==> config.mk <==
export PLATFORM = sky130hd
export DESIGN_NAME = vert_batch_sequencer
export DESIGN_NICKNAME = d
export VERILOG_FILES = /design/src/rtl/vert_batch_sequencer.sv
export SDC_FILE = /design/constraint.sdc
export NUM_CORES = 1
export LEC_CHECK = 0
export CORE_UTILIZATION = 47
export DETAILED_ROUTE_END_ITERATION = 10
export GPL_ROUTABILITY_DRIVEN = 0
export GPL_TIMING_DRIVEN = 0
export PLACE_DENSITY = 0.92
export SYNTH_ARGS = -nofsm -noshare
export SYNTH_HDL_FRONTEND = slang
export SYNTH_SLANG_ARGS = --single-unit
==> constraint.sdc <==
create_clock -name i_clk -period 6.26 [get_ports i_clk]
set_clock_uncertainty 0.15 [all_clocks]
set_input_delay 1.878 -clock i_clk [delete_from_list [all_inputs] [get_ports i_clk]]
set_output_delay 1.878 -clock i_clk [all_outputs]
set_load 0.005 [all_outputs]
==> src/rtl/vert_batch_sequencer.sv <==
// Walks a batch of vertices through one projector: fetch, load, start, await done, emit result.
// Optional projector watchdog is compiled in with `define VERT_BATCH_SEQ_WDOG_EN.
module vert_batch_sequencer #(
  parameter int unsigned N           = 16,
  parameter int unsigned ADDR_W      = 8,
  parameter int unsigned WDOG_CYCLES = 255
) (
  input  logic                i_clk,
  input  logic                i_rst_n,
  input  logic                i_go,
  input  logic [ADDR_W-1:0]   i_base_addr,
  input  logic [ADDR_W:0]     i_count,
  output logic                o_busy,
  output logic                o_done,
  output logic                o_err,
  output logic                o_vmem_rd_en,
  output logic [ADDR_W-1:0]   o_vmem_addr,
  input  logic [4*N-1:0]      i_vmem_rdata,
  output logic                o_proj_start,
  output logic [4*N-1:0]      o_proj_vertex,
  input  logic                i_proj_done,
  input  logic [3*N-1:0]      i_proj_vector,
  output logic                o_res_valid,
  output logic [3*N-1:0]      o_res_data,
  output logic [ADDR_W-1:0]   o_res_index,
  input  logic                i_res_ready
);

  localparam int unsigned VW = 4 * N;
  localparam int unsigned RW = 3 * N;
  localparam int unsigned CW = ADDR_W + 1;

  typedef enum logic [2:0] {
    S_IDLE, S_FETCH, S_LOAD, S_START, S_WAIT_LO, S_WAIT_HI, S_EMIT, S_FIN
  } state_e;

  state_e              state_q, state_d;
  logic [ADDR_W-1:0]   ptr_q, ptr_d;
  logic [ADDR_W-1:0]   idx_q, idx_d;
  logic [CW-1:0]       rem_q, rem_d;
  logic                busy_q, busy_d;
  logic                done_q, done_d;
  logic                err_q, err_d;
  logic                rd_en_q, rd_en_d;
  logic [ADDR_W-1:0]   addr_q, addr_d;
  logic                start_q, start_d;
  logic [VW-1:0]       vertex_q, vertex_d;
  logic                valid_q, valid_d;
  logic [RW-1:0]       data_q, data_d;
  logic [ADDR_W-1:0]   index_q, index_d;

`ifdef VERT_BATCH_SEQ_WDOG_EN
  localparam int unsigned WD_W = $clog2(WDOG_CYCLES + 1);
  logic [WD_W-1:0]     wd_q, wd_d;
  logic                wd_expired;
  assign wd_expired = (wd_q == WD_W'(WDOG_CYCLES - 1));
`else
  logic unused_wdog;
  assign unused_wdog = (WDOG_CYCLES == 0);
`endif

  // Next-state and next-output logic; strobes default low, everything else holds.
  always_comb begin
    state_d  = state_q;
    ptr_d    = ptr_q;
    idx_d    = idx_q;
    rem_d    = rem_q;
    done_d   = 1'b0;
    err_d    = err_q;
    rd_en_d  = 1'b0;
    addr_d   = addr_q;
    start_d  = 1'b0;
    vertex_d = vertex_q;
    valid_d  = valid_q;
    data_d   = data_q;
    index_d  = index_q;
`ifdef VERT_BATCH_SEQ_WDOG_EN
    wd_d     = wd_q;
`endif

    unique case (state_q)
      S_IDLE: begin
        if (i_go) begin
          rem_d = i_count;
          ptr_d = i_base_addr;
          idx_d = '0;
          err_d = 1'b0;
          if (i_count == '0) begin
            state_d = S_FIN;
          end else begin
            state_d = S_FETCH;
            rd_en_d = 1'b1;
            addr_d  = i_base_addr;
          end
        end
      end
      S_FETCH: state_d = S_LOAD;
      S_LOAD: begin
        vertex_d = i_vmem_rdata;
        start_d  = 1'b1;
        state_d  = S_START;
      end
      S_START: begin
        state_d = S_WAIT_LO;
`ifdef VERT_BATCH_SEQ_WDOG_EN
        wd_d    = '0;
`endif
      end
      // A done level still high from the previous vertex must drop first.
      S_WAIT_LO: begin
        if (!i_proj_done) begin
          state_d = S_WAIT_HI;
`ifdef VERT_BATCH_SEQ_WDOG_EN
        end else if (wd_expired) begin
          err_d   = 1'b1;
          state_d = S_FIN;
`endif
        end
`ifdef VERT_BATCH_SEQ_WDOG_EN
        wd_d = wd_q + WD_W'(1);
`endif
      end
      S_WAIT_HI: begin
        if (i_proj_done) begin
          data_d  = i_proj_vector;
          index_d = idx_q;
          valid_d = 1'b1;
          state_d = S_EMIT;
`ifdef VERT_BATCH_SEQ_WDOG_EN
        end else if (wd_expired) begin
          err_d   = 1'b1;
          state_d = S_FIN;
`endif
        end
`ifdef VERT_BATCH_SEQ_WDOG_EN
        wd_d = wd_q + WD_W'(1);
`endif
      end
      S_EMIT: begin
        if (valid_q && i_res_ready) begin
          valid_d = 1'b0;
          ptr_d   = ptr_q + ADDR_W'(1);
          idx_d   = idx_q + ADDR_W'(1);
          rem_d   = rem_q - CW'(1);
          if (rem_q == CW'(1)) begin
            state_d = S_FIN;
          end else begin
            state_d = S_FETCH;
            rd_en_d = 1'b1;
            addr_d  = ptr_q + ADDR_W'(1);
          end
        end
      end
      S_FIN: begin
        done_d  = 1'b1;
        state_d = S_IDLE;
      end
      default: state_d = S_IDLE;
    endcase

    busy_d = (state_d != S_IDLE);
  end

  always_ff @(posedge i_clk or negedge i_rst_n) begin
    if (!i_rst_n) begin
      state_q  <= S_IDLE;
      ptr_q    <= '0;
      idx_q    <= '0;
      rem_q    <= '0;
      busy_q   <= 1'b0;
      done_q   <= 1'b0;
      err_q    <= 1'b0;
      rd_en_q  <= 1'b0;
      addr_q   <= '0;
      start_q  <= 1'b0;
      vertex_q <= '0;
      valid_q  <= 1'b0;
      data_q   <= '0;
      index_q  <= '0;
`ifdef VERT_BATCH_SEQ_WDOG_EN
      wd_q     <= '0;
`endif
    end else begin
      state_q  <= state_d;
      ptr_q    <= ptr_d;
      idx_q    <= idx_d;
      rem_q    <= rem_d;
      busy_q   <= busy_d;
      done_q   <= done_d;
      err_q    <= err_d;
      rd_en_q  <= rd_en_d;
      addr_q   <= addr_d;
      start_q  <= start_d;
      vertex_q <= vertex_d;
      valid_q  <= valid_d;
      data_q   <= data_d;
      index_q  <= index_d;
`ifdef VERT_BATCH_SEQ_WDOG_EN
      wd_q     <= wd_d;
`endif
    end
  end

  assign o_busy        = busy_q;
  assign o_done        = done_q;
  assign o_err         = err_q;
  assign o_vmem_rd_en  = rd_en_q;
  assign o_vmem_addr   = addr_q;
  assign o_proj_start  = start_q;
  assign o_proj_vertex = vertex_q;
  assign o_res_valid   = valid_q;
  assign o_res_data    = data_q;
  assign o_res_index   = index_q;

endmodule

==> results.sh, run 1 <==
export IMPL_period_minus_slack_ns=3.871
export IMPL_ys_top_cells_by_count="dfrtp_1, mux2_2, a21oi_1"
export IMPL_core_area_um2=13880
export IMPL_hp_class="flop to flop"
export IMPL_crit_chain="clkdlybuf4s50_1, or3b_4, a21oi_1, clkbuf_1, o21ai_0, o2bb2ai_1"
export IMPL_synth_distinct_cells=52
export IMPL_yosysSeqAreaShare_pct=60.44
export IMPL_wl_per_cell_um=18.06
export IMPL_cts_root_buf="clkbuf_16"
export IMPL_arrival_ns=4.01
export IMPL_ys_warn_count=0
export IMPL_period_share_pct=61.84
export IMPL_required_ns=6.40
export IMPL_final_setup_worst_slack_ns=2.389
export IMPL_post_place_ws_ns=1.981
export IMPL_dieArea_um2=14660
export IMPL_ys_flop_type="dfrtp_1"
export IMPL_finalSetupViolations=0
export IMPL_drive_gt1_share_pct=23.45
export IMPL_status="finished clean"
export IMPL_r2r_start="rem_q[5]"
export IMPL_io_buffers=266
export IMPL_grt_max_degree=86
export IMPL_vias_per_cell=5.356
export IMPL_route_detailed_drc=0
export IMPL_regToRegSetupSlack_ns=3.89
export IMPL_initial_core_util_pct=48.03
export IMPL_synth_top_area_share_pct=60.44
export IMPL_diodes=0
export IMPL_numCtsBuffers=17
export IMPL_drt_first_pass_iters=5
export IMPL_slew_violations=0
export IMPL_p_per_area_nw_per_um2=498.3
export IMPL_max_freq_mhz=258.3
export IMPL_crit_slowest_cell="clkdlybuf4s50_1"
export IMPL_rsz0062_at_grt="false"
export IMPL_initialDrtViolationCount=300
export IMPL_syn_area_um2=6666
export IMPL_relSlewSlack_pct=51.43
export IMPL_hp_start="o_res_index[4]"
export IMPL_yosys_top_cells_area="dfrtp_1, mux2_2, a21oi_1"
export IMPL_area_growth_pct=53.59
export IMPL_ios=268
export IMPL_holdBufCountCts=0
export IMPL_num_rows=43
export IMPL_worst_setup_path_start_kind="primary input"
export IMPL_maxCapViolCount=0
export IMPL_gr_total_overflow=0
export IMPL_nets=914
export IMPL_wl_um=17500
export IMPL_cts_tree="yes"
export IMPL_worstPathMaxFanout=10
export IMPL_cts_path_max_buffers=2
export IMPL_fin_cells=969
export IMPL_syn_num_nets=628
export IMPL_dieWidth_um=121.1
export IMPL_r2r_end="o_vmem_addr[4]"
export IMPL_ant_nets=0
export IMPL_path_class="primary input to flop"
export IMPL_insertion_delay_ns=0.42
export IMPL_dieHeight_um=121.1
export IMPL_holdPathStages=1
export IMPL_dpl_cell_count=937
export IMPL_cts_resized=0
export IMPL_post_cts_buffers=0
export IMPL_synth_edf_count=0
export IMPL_worstRegToRegCells=5
export IMPL_clk_pin_slew_ns=0.06
export IMPL_total_power_mw=5.102
export IMPL_cellLeakagePower_nw=4.252
export IMPL_num_vias=5190
export IMPL_grt_pass1_wl_um=27040
export IMPL_postSynthAreaPerCell_um2=13.60
export IMPL_antenna_found_initial=0
export IMPL_finalHoldViolations=0
export IMPL_synth_most_common_cell="dfrtp_1"
export IMPL_htreeDepth=4
export IMPL_worst_pin_slew_ns=0.7267
export IMPL_yosys_area_top_type="dfrtp_1"
export IMPL_grt_pass1_vias=5367
export IMPL_endpoint_kind="flop"
export IMPL_async_flop_share_pct=100.0
export IMPL_hold_end="o_res_index[4]"
export IMPL_grtUsageTotal_pct=24.42
export IMPL_crit_path_max_incr_delay_ns=0.51
export IMPL_ir_drop_mv=0.2363
export IMPL_detailed_place_hpwl_um=12870
export IMPL_synthCells=490
export IMPL_clock_sinks=161
export IMPL_ys_seq_elements=161
==> layout by cell type, fill, tap and decap left out, types with 3 or more instances in the layout <==
| master | count |
|---|---|
| or3_1 | 6 |
| buf_2 | 13 |
| nand3_1 | 8 |
| a31oi_1 | 5 |
| a21oi_1 | 20 |
| clkbuf_8 | 3 |
| clkbuf_1 | 16 |
| o21ai_0 | 18 |
| nor4_1 | 4 |
| nand2_1 | 15 |
| bufinv_16 | 5 |
| inv_1 | 12 |
| nand4_1 | 5 |
| nor2_1 | 15 |
| clkdlybuf4s50_1 | 265 |
| ha_1 | 4 |
| dfrtp_1 | 161 |
| mux2_2 | 131 |
| o2bb2ai_1 | 6 |
| xnor2_1 | 3 |
| clkbuf_16 | 17 |
| nor3_1 | 5 |
==> critical path: cells and delay by family <==
family | cells | cell delay (ns)
compound gates | 3 | 0.74
simple gates | 1 | 0.42
buf+inv | 2 | 0.97
==> area by class of cell <==
class	count	area, µm²
flip-flops and latches	161	4029
fillers	854	3642
repair buffers	267	2691
multi-input cells	289	2460
clock buffers	23	478.0
well taps	180	225.2
clock inverters	9	177.7
plain buffers	28	132.6
inverters	12	45.04
==> sequential cells by signal, summed over array words and instances, names as in the netlist <==
signal and cells:
o_busy 1, idx_q 8, o_res_data 48, o_done 1, rem_q 9, o_proj_vertex 64
o_vmem_addr 8, o_vmem_rd_en 1, o_res_valid 1, ptr_q 8, o_res_index 8, o_proj_start 1
state_q 3
==> power breakdown <==
group,switching [mW],internal [mW]
sequential,0.317,1.55
clock,0.395,0.740
combinational,0.755,1.34
==> how the worst max path moves through the flow <==
| stage | start | depth (start not counted) | endpoint |
|---|---|---|---|
| 6_report | i_go | 6 | rem_q[7] |
| 5_1_grt | i_go | 6 | rem_q[8] |
| 4_1_cts | i_go | 5 | ptr_q[4] |
| 3_5_place_dp | i_go | 5 | ptr_q[4] |
| 3_3_place_gp | i_rst_n | 1 | o_proj_vertex[42] |
| 2_1_floorplan | i_go | 5 | idx_q[5] |
==> per-layer routing <==
metal	GRT usage, %	share of wire [%]	vias up
li1	-	-	2333
met1	27.41	38	2567
met2	42.71	51	255
met3	7.613	8.2	35
met4	10.26	2.6	0
met5	0	0	-
==> per-stage QoR <==
stage	hold WS (ns)	utilization (%)	area, µm²	TNS, ns
2_1_floorplan	0.3265	-	6666	0
3_3_place_gp	0.3351	68.83	9554	-478.16
3_5_place_dp	0.3417	69.04	9583	0
4_1_cts	0.3553	73.76	10240	0
5_1_grt	0.3708	73.76	10240	0
6_report	0.3528	73.76	10240	0
==> cell families (layout without fill, tap and decap cells) <==
group | Yosys count | in the layout | share of synthesized area [%]
and+or+nand+nor | 76 | 76 | 6.362
DFF | 161 | 161 | 60.44
buffers and inverters | 40 | 339 | 2.665
other | 1 | 1 | 0.05625
muxes | 132 | 132 | 22.28
AOI/OAI and AO/OA | 71 | 71 | 6.795
xor gates and xnor gates | 5 | 5 | 0.6570
adders and majority gates | 4 | 4 | 0.7508
No activity file was read; power rests on OpenSTA's default activity.
==> run 2: changes to the inputs <==
--- a/config.mk
+++ b/config.mk
@@ -5,11 +5,11 @@
 export SDC_FILE = /design/constraint.sdc
 export NUM_CORES = 1
 export LEC_CHECK = 0
-export CORE_UTILIZATION = 47
+export CORE_UTILIZATION = 43
 export DETAILED_ROUTE_END_ITERATION = 10
 export GPL_ROUTABILITY_DRIVEN = 0
 export GPL_TIMING_DRIVEN = 0
-export PLACE_DENSITY = 0.92
+export PLACE_DENSITY = 0.86
 export SYNTH_ARGS = -nofsm -noshare
 export SYNTH_HDL_FRONTEND = slang
 export SYNTH_SLANG_ARGS = --single-unit
==> constraint.sdc (replaced) <==
create_clock -name i_clk -period 3.9 [get_ports i_clk]
set_clock_uncertainty 0.15 [all_clocks]
set_input_delay 1.17 -clock i_clk [delete_from_list [all_inputs] [get_ports i_clk]]
set_output_delay 1.17 -clock i_clk [all_outputs]
set_load 0.005 [all_outputs]
==> results.sh, run 2 (same netlist as run 1, synthesis figures left out) <==
export IMPL_status="finished clean"
export IMPL_worstPathMaxFanout=9
export IMPL_r2r_start="rem_q[5]"
export IMPL_vias_per_cell=5.210
export IMPL_final_util_pct=66.95
export IMPL_grt_max_degree=102
export IMPL_rsz0062_at_grt="false"
export IMPL_fin_area_um2=10140
export IMPL_worstRegToRegCells=5
export IMPL_endpoint_kind="flop"
export IMPL_slew_violations=0
export IMPL_ios=268
export IMPL_ir_drop_mv=0.3647
export IMPL_hold_end="o_vmem_addr[2]"
export IMPL_holdBufCountCts=0
export IMPL_dpl_cell_count=945
export IMPL_cts_root_buf="clkbuf_16"
export IMPL_fill_cells=1072
export IMPL_initialDrtViolationCount=234
export IMPL_required_ns=4.05
export IMPL_period_minus_slack_ns=3.158
export IMPL_total_power_mw=7.882
export IMPL_clk_pin_slew_ns=0.06
export IMPL_cts_path_max_buffers=2
export IMPL_dieArea_um2=16000
export IMPL_drt_first_pass_iters=5
export IMPL_maxCapViolCount=0
export IMPL_regToRegSetupSlack_ns=1.46
export IMPL_area_growth_pct=52.10
export IMPL_post_place_ws_ns=0.3899
export IMPL_path_class="primary input to flop"
export IMPL_detailed_place_hpwl_um=12700
export IMPL_nets=914
export IMPL_period_share_pct=80.98
export IMPL_mostFrequentLayoutCells="clkdlybuf4s50_1, dfrtp_1, mux2_2"
export IMPL_diodes=0
export IMPL_dieHeight_um=126.5
export IMPL_clock_sinks=161
export IMPL_multi_input_area_um2=2460
export IMPL_p_per_area_nw_per_um2=777.4
export IMPL_arrival_ns=3.31
export IMPL_hp_start="o_vmem_addr[2]"
export IMPL_num_vias=5090
export IMPL_holdPathStages=1
export IMPL_core_area_um2=15150
export IMPL_max_freq_mhz=316.6
export IMPL_io_buffers=266
export IMPL_placed_area_um2=9593
export IMPL_insertion_delay_ns=0.41
export IMPL_drive_gt1_share_pct=23.57
export IMPL_worst_pin_slew_ns=0.6868
export IMPL_wl_um=17170
export IMPL_ant_nets=0
export IMPL_antenna_found_initial=0
export IMPL_finalSetupViolations=0
export IMPL_gr_total_overflow=0
export IMPL_relSlewSlack_pct=54.09
export IMPL_r2r_end="o_vmem_addr[4]"
export IMPL_htreeDepth=4
export IMPL_largest_register_ffs=64
export IMPL_cts_resized=0
export IMPL_grt_pass1_vias=5431
export IMPL_grt_pass1_wl_um=27620
export IMPL_final_setup_worst_slack_ns=0.7419
export IMPL_cellLeakagePower_nw=4.185
export IMPL_route_detailed_drc=0
export IMPL_final_common_cell="clkdlybuf4s50_1"
export IMPL_dieWidth_um=126.5
export IMPL_wl_per_cell_um=17.58
export IMPL_cts_tree="yes"
export IMPL_finalHoldViolations=0
export IMPL_worst_setup_path_start_kind="primary input"
export IMPL_seq_area_um2=4029
export IMPL_post_cts_buffers=0
export IMPL_initial_core_util_pct=44.01
export IMPL_setup_tns_ns=0
export IMPL_fin_cells=977
export IMPL_numCtsBuffers=17
export IMPL_hp_class="flop to flop"
export IMPL_num_rows=45
export IMPL_grtUsageTotal_pct=22.12
export IMPL_whs_ns=0.3521
==> run 2: per-layer routing <==
layer  vias up  track usage, %  wire length [µm]
li1       2338               -                 -
met1      2504           25.21              6749
met2       227           39.71              8980
met3        21           6.369              1186
met4         0           7.442               254
met5         -               0                 0
==> run 2: critical path: stages <==
cell and delay, ns:
clkdlybuf4s50_1 0.45, nor4_1 0.56, a31oi_1 0.25, a21oi_2 0.47, mux2_2 0.40
==> run 2: final cells by class <==
class	count	area share (%)
plain buffers	28	1.308
clock buffers	19	4.270
multi-input cells	289	24.26
clock inverters	13	1.123
flip-flops and latches	161	39.73
well taps	188	2.320
inverters	12	0.4442
repair buffers	267	26.54
==> run 2: where the power goes <==
part           internal (mW)  switching, mW  total [mW]
clock                  0.876          0.670        1.55
combinational           2.16           1.19        3.35
sequential              2.49          0.498        2.98
total                   5.52           2.36        7.88
==> run 2: worst max-delay path by stage <==
stage / startpoint / endpoint
after global placement: i_rst_n / o_res_data[16]
after floorplan: i_go / idx_q[5]
after detailed placement: i_go / ptr_q[4]
after CTS: i_go / ptr_q[4]
after global routing: i_count[2] / o_vmem_addr[7]
final: i_count[2] / o_vmem_addr[4]
